### config.mk
export PLATFORM = sky130hd
export DESIGN_NAME = mips_debug_loader_flat
export DESIGN_NICKNAME = d
export VERILOG_FILES = /design/src/rtl/mips_debug_loader_if.sv /design/src/rtl/mips_debug_loader.sv /design/src/flat_wrapper.sv
export SDC_FILE = /design/constraint.sdc
export NUM_CORES = 1
export LEC_CHECK = 0
export CAP_MARGIN = 20
export CORE_MARGIN = 2
export CORE_UTILIZATION = 45
export CTS_CLUSTER_DIAMETER = 120
export CTS_CLUSTER_SIZE = 10
export DETAILED_ROUTE_END_ITERATION = 10
export DONT_BUFFER_PORTS = 1
export PLACE_DENSITY = 0.72
export REMOVE_ABC_BUFFERS = 1
export SETUP_SLACK_MARGIN = 0.1
export SYNTH_ARGS = -nofsm -noshare
export SYNTH_HDL_FRONTEND = slang
export SYNTH_SLANG_ARGS = --single-unit
export TNS_END_PERCENT = 10
### constraint.sdc
create_clock -name clk -period 7.05 [get_ports clk]
set_input_delay 0 -clock clk [delete_from_list [all_inputs] [get_ports clk]]
set_output_delay 0 -clock clk [all_outputs]
set_load 0.005 [all_outputs]
### src/rtl/mips_debug_loader_if.sv
// Bus between the UART-fed debug loader and the instruction memory / top_mips control pins.
// master = loader side, slave = environment side.
interface mips_debug_loader_if #(
    parameter int LEN      = 32,
    parameter int ADDR_LEN = 10
);
    logic [7:0]          rx_data;
    logic                rx_done;
    logic                halt;
    logic                imem_we;
    logic [ADDR_LEN-1:0] imem_addr;
    logic [LEN-1:0]      imem_data;
    logic                cpu_enable;
    logic                cpu_reset;
    logic                load_done;
    logic                busy;

    modport master (
        input  rx_data, rx_done, halt,
        output imem_we, imem_addr, imem_data, cpu_enable, cpu_reset, load_done, busy
    );

    modport slave (
        output rx_data, rx_done, halt,
        input  imem_we, imem_addr, imem_data, cpu_enable, cpu_reset, load_done, busy
    );
endinterface

### src/rtl/mips_debug_loader.sv
// Debug loader: decodes UART command bytes, writes instruction words into imem,
// and drives top_mips enable/reset for continuous RUN or single STEP.
module mips_debug_loader #(
    parameter int LEN      = 32,
    parameter int ADDR_LEN = 10
) (
    input  logic                 clk,
    input  logic                 reset,
    mips_debug_loader_if.master  bus
);
    localparam int NBYTES = LEN / 8;
    localparam int BCW    = (NBYTES > 1) ? $clog2(NBYTES) : 1;

    typedef enum logic [2:0] {
        IDLE,
        GET_COUNT,
        GET_BYTES,
        RUN,
        STEP
    } state_t;

    state_t              state;
    logic [BCW-1:0]      byte_cnt;
    logic [7:0]          word_cnt;
    logic [7:0]          word_total;
    logic [LEN-1:0]      shreg;
    logic [LEN-1:0]      word_next;
    logic                imem_we;
    logic [ADDR_LEN-1:0] imem_addr;
    logic [LEN-1:0]      imem_data;
    logic                cpu_enable;
    logic                cpu_reset;
    logic                load_done;

    assign word_next = (shreg << 8) | LEN'(bus.rx_data);

    always_ff @(posedge clk or posedge reset) begin
        if (reset) begin
            state      <= IDLE;
            byte_cnt   <= '0;
            word_cnt   <= '0;
            word_total <= '0;
            shreg      <= '0;
            imem_we    <= 1'b0;
            imem_addr  <= '0;
            imem_data  <= '0;
            cpu_enable <= 1'b0;
            cpu_reset  <= 1'b1;
            load_done  <= 1'b0;
        end else begin
            imem_we   <= 1'b0;
            load_done <= 1'b0;
            // Address advances in the cycle after each write pulse.
            if (imem_we)
                imem_addr <= imem_addr + ADDR_LEN'(1);

            case (state)
                IDLE: begin
                    cpu_enable <= 1'b0;
                    cpu_reset  <= 1'b0;
                    if (bus.rx_done) begin
                        case (bus.rx_data)
                            8'h01: begin
                                state     <= GET_COUNT;
                                cpu_reset <= 1'b1;
                            end
                            8'h02:   state <= RUN;
                            8'h03:   state <= STEP;
                            default: state <= IDLE;
                        endcase
                    end
                end

                GET_COUNT: begin
                    if (bus.rx_done) begin
                        imem_addr <= '0;
                        byte_cnt  <= '0;
                        word_cnt  <= '0;
                        shreg     <= '0;
                        if (bus.rx_data == 8'h00) begin
                            state     <= IDLE;
                            load_done <= 1'b1;
                        end else begin
                            word_total <= bus.rx_data;
                            state      <= GET_BYTES;
                        end
                    end
                end

                GET_BYTES: begin
                    if (bus.rx_done) begin
                        if (byte_cnt == BCW'(NBYTES - 1)) begin
                            imem_data <= word_next;
                            imem_we   <= 1'b1;
                            byte_cnt  <= '0;
                            shreg     <= '0;
                            word_cnt  <= word_cnt + 8'd1;
                            if (word_cnt + 8'd1 == word_total) begin
                                state     <= IDLE;
                                load_done <= 1'b1;
                            end
                        end else begin
                            shreg    <= word_next;
                            byte_cnt <= byte_cnt + BCW'(1);
                        end
                    end
                end

                RUN: begin
                    if (bus.halt) begin
                        cpu_enable <= 1'b0;
                        state      <= IDLE;
                    end else begin
                        cpu_enable <= 1'b1;
                    end
                end

                STEP: begin
                    cpu_enable <= ~bus.halt;
                    state      <= IDLE;
                end

                default: state <= IDLE;
            endcase
        end
    end

    assign bus.imem_we    = imem_we;
    assign bus.imem_addr  = imem_addr;
    assign bus.imem_data  = imem_data;
    assign bus.cpu_enable = cpu_enable;
    assign bus.cpu_reset  = cpu_reset;
    assign bus.load_done  = load_done;
    assign bus.busy       = (state != IDLE);
endmodule

### src/flat_wrapper.sv
// flat-port wrapper written by rule: the top's interface ports become plain ports
module mips_debug_loader_flat 
#(
    parameter int LEN      = 32,
    parameter int ADDR_LEN = 10
)
  (clk, reset, bus_rx_data, bus_rx_done, bus_halt, bus_imem_we, bus_imem_addr, bus_imem_data, bus_cpu_enable, bus_cpu_reset, bus_load_done, bus_busy);
  mips_debug_loader_if #(.LEN(LEN), .ADDR_LEN(ADDR_LEN)) bus_i ();
  input  logic clk;
  input  logic reset;
  input wire logic [$bits(bus_i.rx_data)-1:0] bus_rx_data;
  input wire logic [$bits(bus_i.rx_done)-1:0] bus_rx_done;
  input wire logic [$bits(bus_i.halt)-1:0] bus_halt;
  output wire logic [$bits(bus_i.imem_we)-1:0] bus_imem_we;
  output wire logic [$bits(bus_i.imem_addr)-1:0] bus_imem_addr;
  output wire logic [$bits(bus_i.imem_data)-1:0] bus_imem_data;
  output wire logic [$bits(bus_i.cpu_enable)-1:0] bus_cpu_enable;
  output wire logic [$bits(bus_i.cpu_reset)-1:0] bus_cpu_reset;
  output wire logic [$bits(bus_i.load_done)-1:0] bus_load_done;
  output wire logic [$bits(bus_i.busy)-1:0] bus_busy;
  assign bus_i.rx_data = bus_rx_data;
  assign bus_i.rx_done = bus_rx_done;
  assign bus_i.halt = bus_halt;
  assign bus_imem_we = bus_i.imem_we;
  assign bus_imem_addr = bus_i.imem_addr;
  assign bus_imem_data = bus_i.imem_data;
  assign bus_cpu_enable = bus_i.cpu_enable;
  assign bus_cpu_reset = bus_i.cpu_reset;
  assign bus_load_done = bus_i.load_done;
  assign bus_busy = bus_i.busy;
  mips_debug_loader #(.LEN(LEN), .ADDR_LEN(ADDR_LEN)) u_core (.clk(clk), .reset(reset), .bus(bus_i));
endmodule
======== Yosys cells after proc, flatten, opt, wreduce, memory -nomap -nowiden ========
Cells that the tools add are included.
operators by class
  add/sub/neg operators ................... 3
  equal/unequal tests ..................... 15
  multiplexer cells ....................... 37
  bitwise gates (word level) .............. 3
  reductions and logical operators ........ 10
operators by type and width
  cell                                                    number
  two-way mux 24 bit                                      3
  one-hot mux 24 bit (2 select lines)                     1
  bitwise OR 32 x 8 -> 32 bit                             1
  two-way mux 10 bit                                      3
  two-way mux 8 bit                                       3
  two-way mux 3 bit                                       6
  equality test 8 x 2 -> 1 bit (second input constant)    2
  one-hot mux 8 bit (2 select lines)                      1
  one-hot mux 3 bit (4 select lines)                      1
  two-way mux 1 bit                                       11
  adder 10 x 1 -> 10 bit (second input constant)          1
  one-hot mux 3 bit (3 select lines)                      1
  AND reduction 3 bit                                     3
  adder 8 x 1 -> 8 bit (second input constant)            1
  equality test 8 x 1 -> 1 bit (second input constant)    1
  equality test 8 bit                                     1
  logical NOT 8 bit                                       1
  two-way mux 2 bit                                       4
  inequality test 2 bit (second input constant)           4
  equality test 3 x 2 -> 1 bit (second input constant)    2
  AND reduction 6 bit                                     1
  nonzero test 3 bit                                      2
  inequality test 2 x 1 -> 1 bit (second input constant)  2
  one-hot mux 2 bit (2 select lines)                      1
  10 further kinds                                        11
word-level totals
  bits in registers ....................... 91
  bits of input ports ..................... 12
  output and inout bits ................... 47

======== Longest topological paths before layout ========
  word-level depth ........................ 6
  mapped depth ............................ 7

======== Worst setup path before layout ========
OpenSTA, ideal clock, no wires.
  path type ............................... flip-flop to flip-flop
  from .................................... register u_core.word_cnt[0]
  to ...................................... register u_core.state[1]
  library setup time ...................... 118 ps
  arrival time ............................ 1772 ps
  data required time ...................... 6932 ps
  path slack .............................. 5160 ps
  stages on the path, launching flop included .. 7
  period minus slack after synthesis ...... 1890 ps
  cell sequence ........................... dfrtp_1 ha_1 nand3_4 or3_4 a2111oi_4 nand3_1 a21o_1
between the ends
  cells in the longest elaborated chain, start to end .. 4
RTL lines
  item                                             line                      source
  start: declaration                               mips_debug_loader.sv:24   logic [7:0] word_cnt;
  start signal: assignment                         mips_debug_loader.sv:97   word_cnt <= word_cnt + 8'd1;
  adder 8 x 1 -> 8 bit                             mips_debug_loader.sv:98   if (word_cnt + 8'd1 == word_total) begin
  equality test 8 bit                              mips_debug_loader.sv:98
  inequality test 2 x 1 -> 1 bit (no source line)  --
  AND reduction 6 bit (no source line)             --
  end signal: assignment                           mips_debug_loader.sv:99   state <= IDLE;
  end signal: assignment                           mips_debug_loader.sv:112  state <= IDLE;
  end signal: assignment                           mips_debug_loader.sv:120  state <= IDLE;
  end: declaration                                 mips_debug_loader.sv:22   state_t state;
Every way passes these cells.
A chain may end at the register's enable or synchronous reset.

======== Worst setup path in the final report ========
  from .................................... register u_core.state[1]
  to ...................................... register u_core.word_cnt[4]
between the ends
  cells in the longest elaborated chain, start to end .. 3
RTL lines
  item                                                                          line                     source
  start signal: assignment                                                      mips_debug_loader.sv:39  state <= IDLE;
  start signal: assignment                                                      mips_debug_loader.sv:64  state <= GET_COUNT;
  start signal: assignment                                                      mips_debug_loader.sv:67  8'h02: state <= RUN;
  equality test 3 x 2 -> 1 bit or equality test 3 x 1 -> 1 bit (tied branches)  mips_debug_loader.sv:57  case (state)
  inequality test 2 x 1 -> 1 bit (no source line) (tied with other cells)       --
  AND reduction 4 bit (no source line)                                          --
Parallel ways exist; a longest one is shown, timed or not.

==> flow_results.org <==
** Synthesis
- Synthesis Warnings :: 0
- Dividing the synthesized area by the synthesized cell count gives 10.36 um2.
- After synthesis, the share of flip-flops with an asynchronous set or reset is 100.0%.
- Post-Syn Instances :: 385
- Proportion of netlist area held by the largest area contributor :: 56.44%
- Flop and latch count out of synthesis :: 91
- After synthesis, the cell types taking the most area are sky130_fd_sc_hd__dfrtp_1 (56%), sky130_fd_sc_hd__nand2_1 (11%), sky130_fd_sc_hd__a22o_1 (5.7%).
- Post-synth top cells :: sky130_fd_sc_hd__nand2_1 (117), sky130_fd_sc_hd__dfrtp_1 (90), sky130_fd_sc_hd__a22o_1 (26)
- Counting distinct cell types in the post-synthesis netlist gives 51.
- Post-synth EDFFs :: 0
- Register area share after synthesis :: 57.10%
- Among all cell types in the netlist, the one instantiated most often is sky130_fd_sc_hd__nand2_1.
- Of all cell types, the one taking the most synthesized area is sky130_fd_sc_hd__dfrtp_1.
- Post-synth design cell area :: 3990 um2
- Predominant post-synthesis flop cell :: sky130_fd_sc_hd__dfrtp_1

** Clock network
- The root buffer cell chosen for the clock tree is sky130_fd_sc_hd__clkbuf_8.
- Number of gates resized after cts :: 0
- # clock sinks :: 91
- Clock-pin slew was measured on the worst setup and hold paths at 0.09 ns.
- Number of levels the H-tree was split into :: 3
- The clock reaches the later pin of the worst-skew pair after 0.35 ns.
- Clock buffer depth :: 2
- In this run, CTS created clock tree buffers numbering 9.
- TritonCTS clock tree :: built

** Timing
- Final TNS setup :: 0 ns
- The number of endpoints with negative hold slack in the final report was 0.
- Worst slew pin tran :: 0.9347 ns
- Final critical-path required period :: 2.403 ns
- Share of the clock period used by the worst path :: 34.09%
- Setup repair after global routing left no endpoint under its margin.
- Highest clock frequency the design can meet :: 416.1 MHz
- Measured against its own limit, the worst slew margin works out to 37.69%.
- The number of pins with negative max-slew slack in the final report came to 0.
- Worst Hold Margin :: 0.02352 ns
- Setup violations remaining at the end of the flow were counted as 0.
- Fin Clk Skew :: 0.005879 ns

** Power
- In this run the power spent charging and discharging nets is 0.2951 mW.
- For this design the ratio of total power to cell area is 256.6 nW/um2.
- Cell internal pwr :: 0.8605 mW
- The worst-case IR drop observed on VDD is 0.00009563 V.
- Total power of the final layout :: 1.156 mW
- Part of the total power dissipated in combinational logic :: 9.9%
- In this run the static leakage power is 2.173 nW.
- The clock network is responsible for 36.9% of the overall power.
- Of the total power, the share spent switching nets is 25.54%.
- Share of total power in sequential cells :: 53.2%

** Global route
- Summed over all layers, the global routing overflow is 0.
- Number of antenna violations at the first check in global routing :: 0
- Global-route wire length before repair :: 13410 um
- Global routing consumed, over all layers together, 17.13% of the routing resources.
- Maximum number of pins on one net before global-route repair :: 92
- Vias in the first global route :: 2693

** Final layout
- Post-layout nets :: 410
- Final Instance Count excl. Fillers :: 508
- Diodes inserted :: 0
- Relative to the synthesized area, the layout overhead comes to 12.86%.
- Fillcell total :: 747
- Cells with a size suffix above 1 make up 11.25% of the layout.
- The finished cells cover 4503 um2.

** Status
- Outcome :: complete, no violations

** Hold path
- Worst min-delay path category :: in2reg

** Placed design
- HPWL after DPL :: 5094 um
- Weighted congestion reported at the end of routability-driven placement :: 0.8264
- PortBufs :: 0
- Summing all placed instances gives a cell area of 4071 um2.
- Number of placed instances, taps included :: 477

** Setup path
- Worst endpoint required time :: 7.32 ns
- Crit path arrival time :: 2.67 ns
- Slack of the worst reg-to-reg path :: 4.65 ns
- Max Fanout on Critical Path :: 41
- Critical path launch point type :: flop
- Kind of critical path :: reg2reg
- Crit path capture type :: flop

** Route
- Summed over all layers, the routed wires come to 7947 um.
- After detailed routing, the number of remaining DRC violations is 0.
- For this block, the initial DRC count from the detailed router was 153.
- Detailed-route vias per instance :: 5.510
- The first detailed-routing pass ran for 4 iterations.
- Post-route antenna net violation count :: 0
- The final route contains 2799 vias.
- Dividing the detail-routed wire length by the instance count gives 15.64 um.

** Floorplanning
- Floorplan die area :: 9636 um2
- The floorplan step set the die height to 98.17 um.
- Number of placed I/O pins :: 59
- Row generation in the floorplan step produced 34 rows.
- Core outline area :: 8678 um2
- Starting density of the core :: 45.98%
- From left edge to right edge, the die measures 98.17 um.

** Job
- Max-cap violations in this run came to 0.
[per-stage QoR]
step	util, %	setup slack [ns]
2_1_floorplan	-	4.087
3_3_place_gp	46.60	4.380
3_5_place_dp	46.91	4.494
4_1_cts	51.25	4.475
5_1_grt	51.89	4.381
6_report	51.89	4.647
[per-layer routing]
metal  share of wire [%]  routed length (um)  GRT usage (%)  vias up
li1                    -                   -              -     1325
met1                  47                3771          23.88     1394
met2                  47                3741          26.24       70
met3                 4.1                 326          4.510       10
met4                 1.4                 108          5.901        0
met5                   0                   0              0        -
[worst max-delay path, cell delays in order (launching register included)]
cell                       delay (ns)
sky130_fd_sc_hd__dfrtp_1         0.56
sky130_fd_sc_hd__nor3b_4         0.38
sky130_fd_sc_hd__nand3_1         0.11
sky130_fd_sc_hd__buf_4           0.27
sky130_fd_sc_hd__inv_1           0.47
sky130_fd_sc_hd__buf_16          0.23
sky130_fd_sc_hd__a211oi_1        0.08
sky130_fd_sc_hd__nand2b_1        0.14
sky130_fd_sc_hd__o31ai_1         0.06
[what timing repair did]
item / in CTS / in global routing
hold buffers: 13 / 0
setup buffers: 0 / 0
hold endpoints to repair: 121 / 0
[final cells by class]
class | instances | area (um2) | share of cell area, %
clock buffers | 9 | 123.9 | 2.751
clock inverters | 7 | 122.6 | 2.723
inverters | 8 | 31.28 | 0.6946
multi-input cells | 267 | 1584 | 35.18
flip-flops and latches | 91 | 2278 | 50.60
well taps | 108 | 135.1 | 3.001
repair buffers | 18 | 227.7 | 5.057
[cell usage in the layout, fill, tap and decap left out, types with 2 or more instances in the layout]
cell,count
sky130_fd_sc_hd__mux2_2,9
sky130_fd_sc_hd__a22o_1,26
sky130_fd_sc_hd__a31oi_1,2
sky130_fd_sc_hd__xor2_1,10
sky130_fd_sc_hd__nand2_1,117
sky130_fd_sc_hd__dfrtp_1,90
sky130_fd_sc_hd__a211oi_1,2
sky130_fd_sc_hd__o31ai_1,4
sky130_fd_sc_hd__nor2b_1,5
sky130_fd_sc_hd__or3_1,2
sky130_fd_sc_hd__clkbuf_8,9
sky130_fd_sc_hd__buf_4,2
sky130_fd_sc_hd__dlygate4sd3_1,13
sky130_fd_sc_hd__nand3_1,3
sky130_fd_sc_hd__inv_1,7
sky130_fd_sc_hd__o21ai_0,17
sky130_fd_sc_hd__ha_1,3
sky130_fd_sc_hd__nand4_1,7
sky130_fd_sc_hd__buf_16,3
sky130_fd_sc_hd__o41ai_1,2
sky130_fd_sc_hd__xnor2_1,7
sky130_fd_sc_hd__a21oi_1,4
sky130_fd_sc_hd__nor2_1,19
sky130_fd_sc_hd__bufinv_16,3
sky130_fd_sc_hd__inv_6,2
sky130_fd_sc_hd__nor4_1,2
sky130_fd_sc_hd__clkinvlp_4,2
[registers in the layout, summed over array words and instances (netlist names)]
| signal | flops |
|---|---|
| u_core.word_cnt | 8 |
| u_core.byte_cnt | 2 |
| u_core.bus.imem_addr | 10 |
| u_core.bus.imem_we | 1 |
| u_core.state | 3 |
| u_core.bus.cpu_reset | 1 |
| u_core.bus.load_done | 1 |
| u_core.bus.imem_data | 32 |
| u_core.bus.cpu_enable | 1 |
| u_core.word_total | 8 |
| u_core.shreg | 24 |
[path summary, 6_finish.rpt]
check	start	endpoint	depth (start not counted)
max	u_core.state[1]	u_core.word_cnt[4]	8
min	bus_rx_data[6]	u_core.state[0]	3
max reg2reg	u_core.state[1]	u_core.word_cnt[4]	8
min reg2reg	u_core.shreg[23]	u_core.bus.imem_data[31]	2
max in group asynchronous	reset	u_core.word_total[7]	4
min in group asynchronous	reset	u_core.word_cnt[4]	3
[logic make-up after synthesis]
family	count (synthesis)	synth area share, %
AOI/OAI and AO/OA	66	12.61
xor gates and xnor gates	17	3.732
adders and majority gates	3	0.9408
buffers and inverters	27	3.198
DFF	91	57.10
muxes	10	2.791
and+or+nand+nor	171	19.63
[power by group through the flow]
| stage | Combinational (mW) | Sequential, mW | Clock, mW |
|---|---|---|---|
| final | 0.114 | 0.614 | 0.427 |
| after global routing | 0.128 | 0.623 | 0.455 |
| after CTS | 0.113 | 0.615 | 0.433 |
| after detailed placement | 0.104 | 0.625 | 0 |
| after global placement | 0.0995 | 0.623 | 0 |
| after floorplan | 0.0886 | 0.613 | 0 |
No activity file was read; power rests on OpenSTA's default activity.
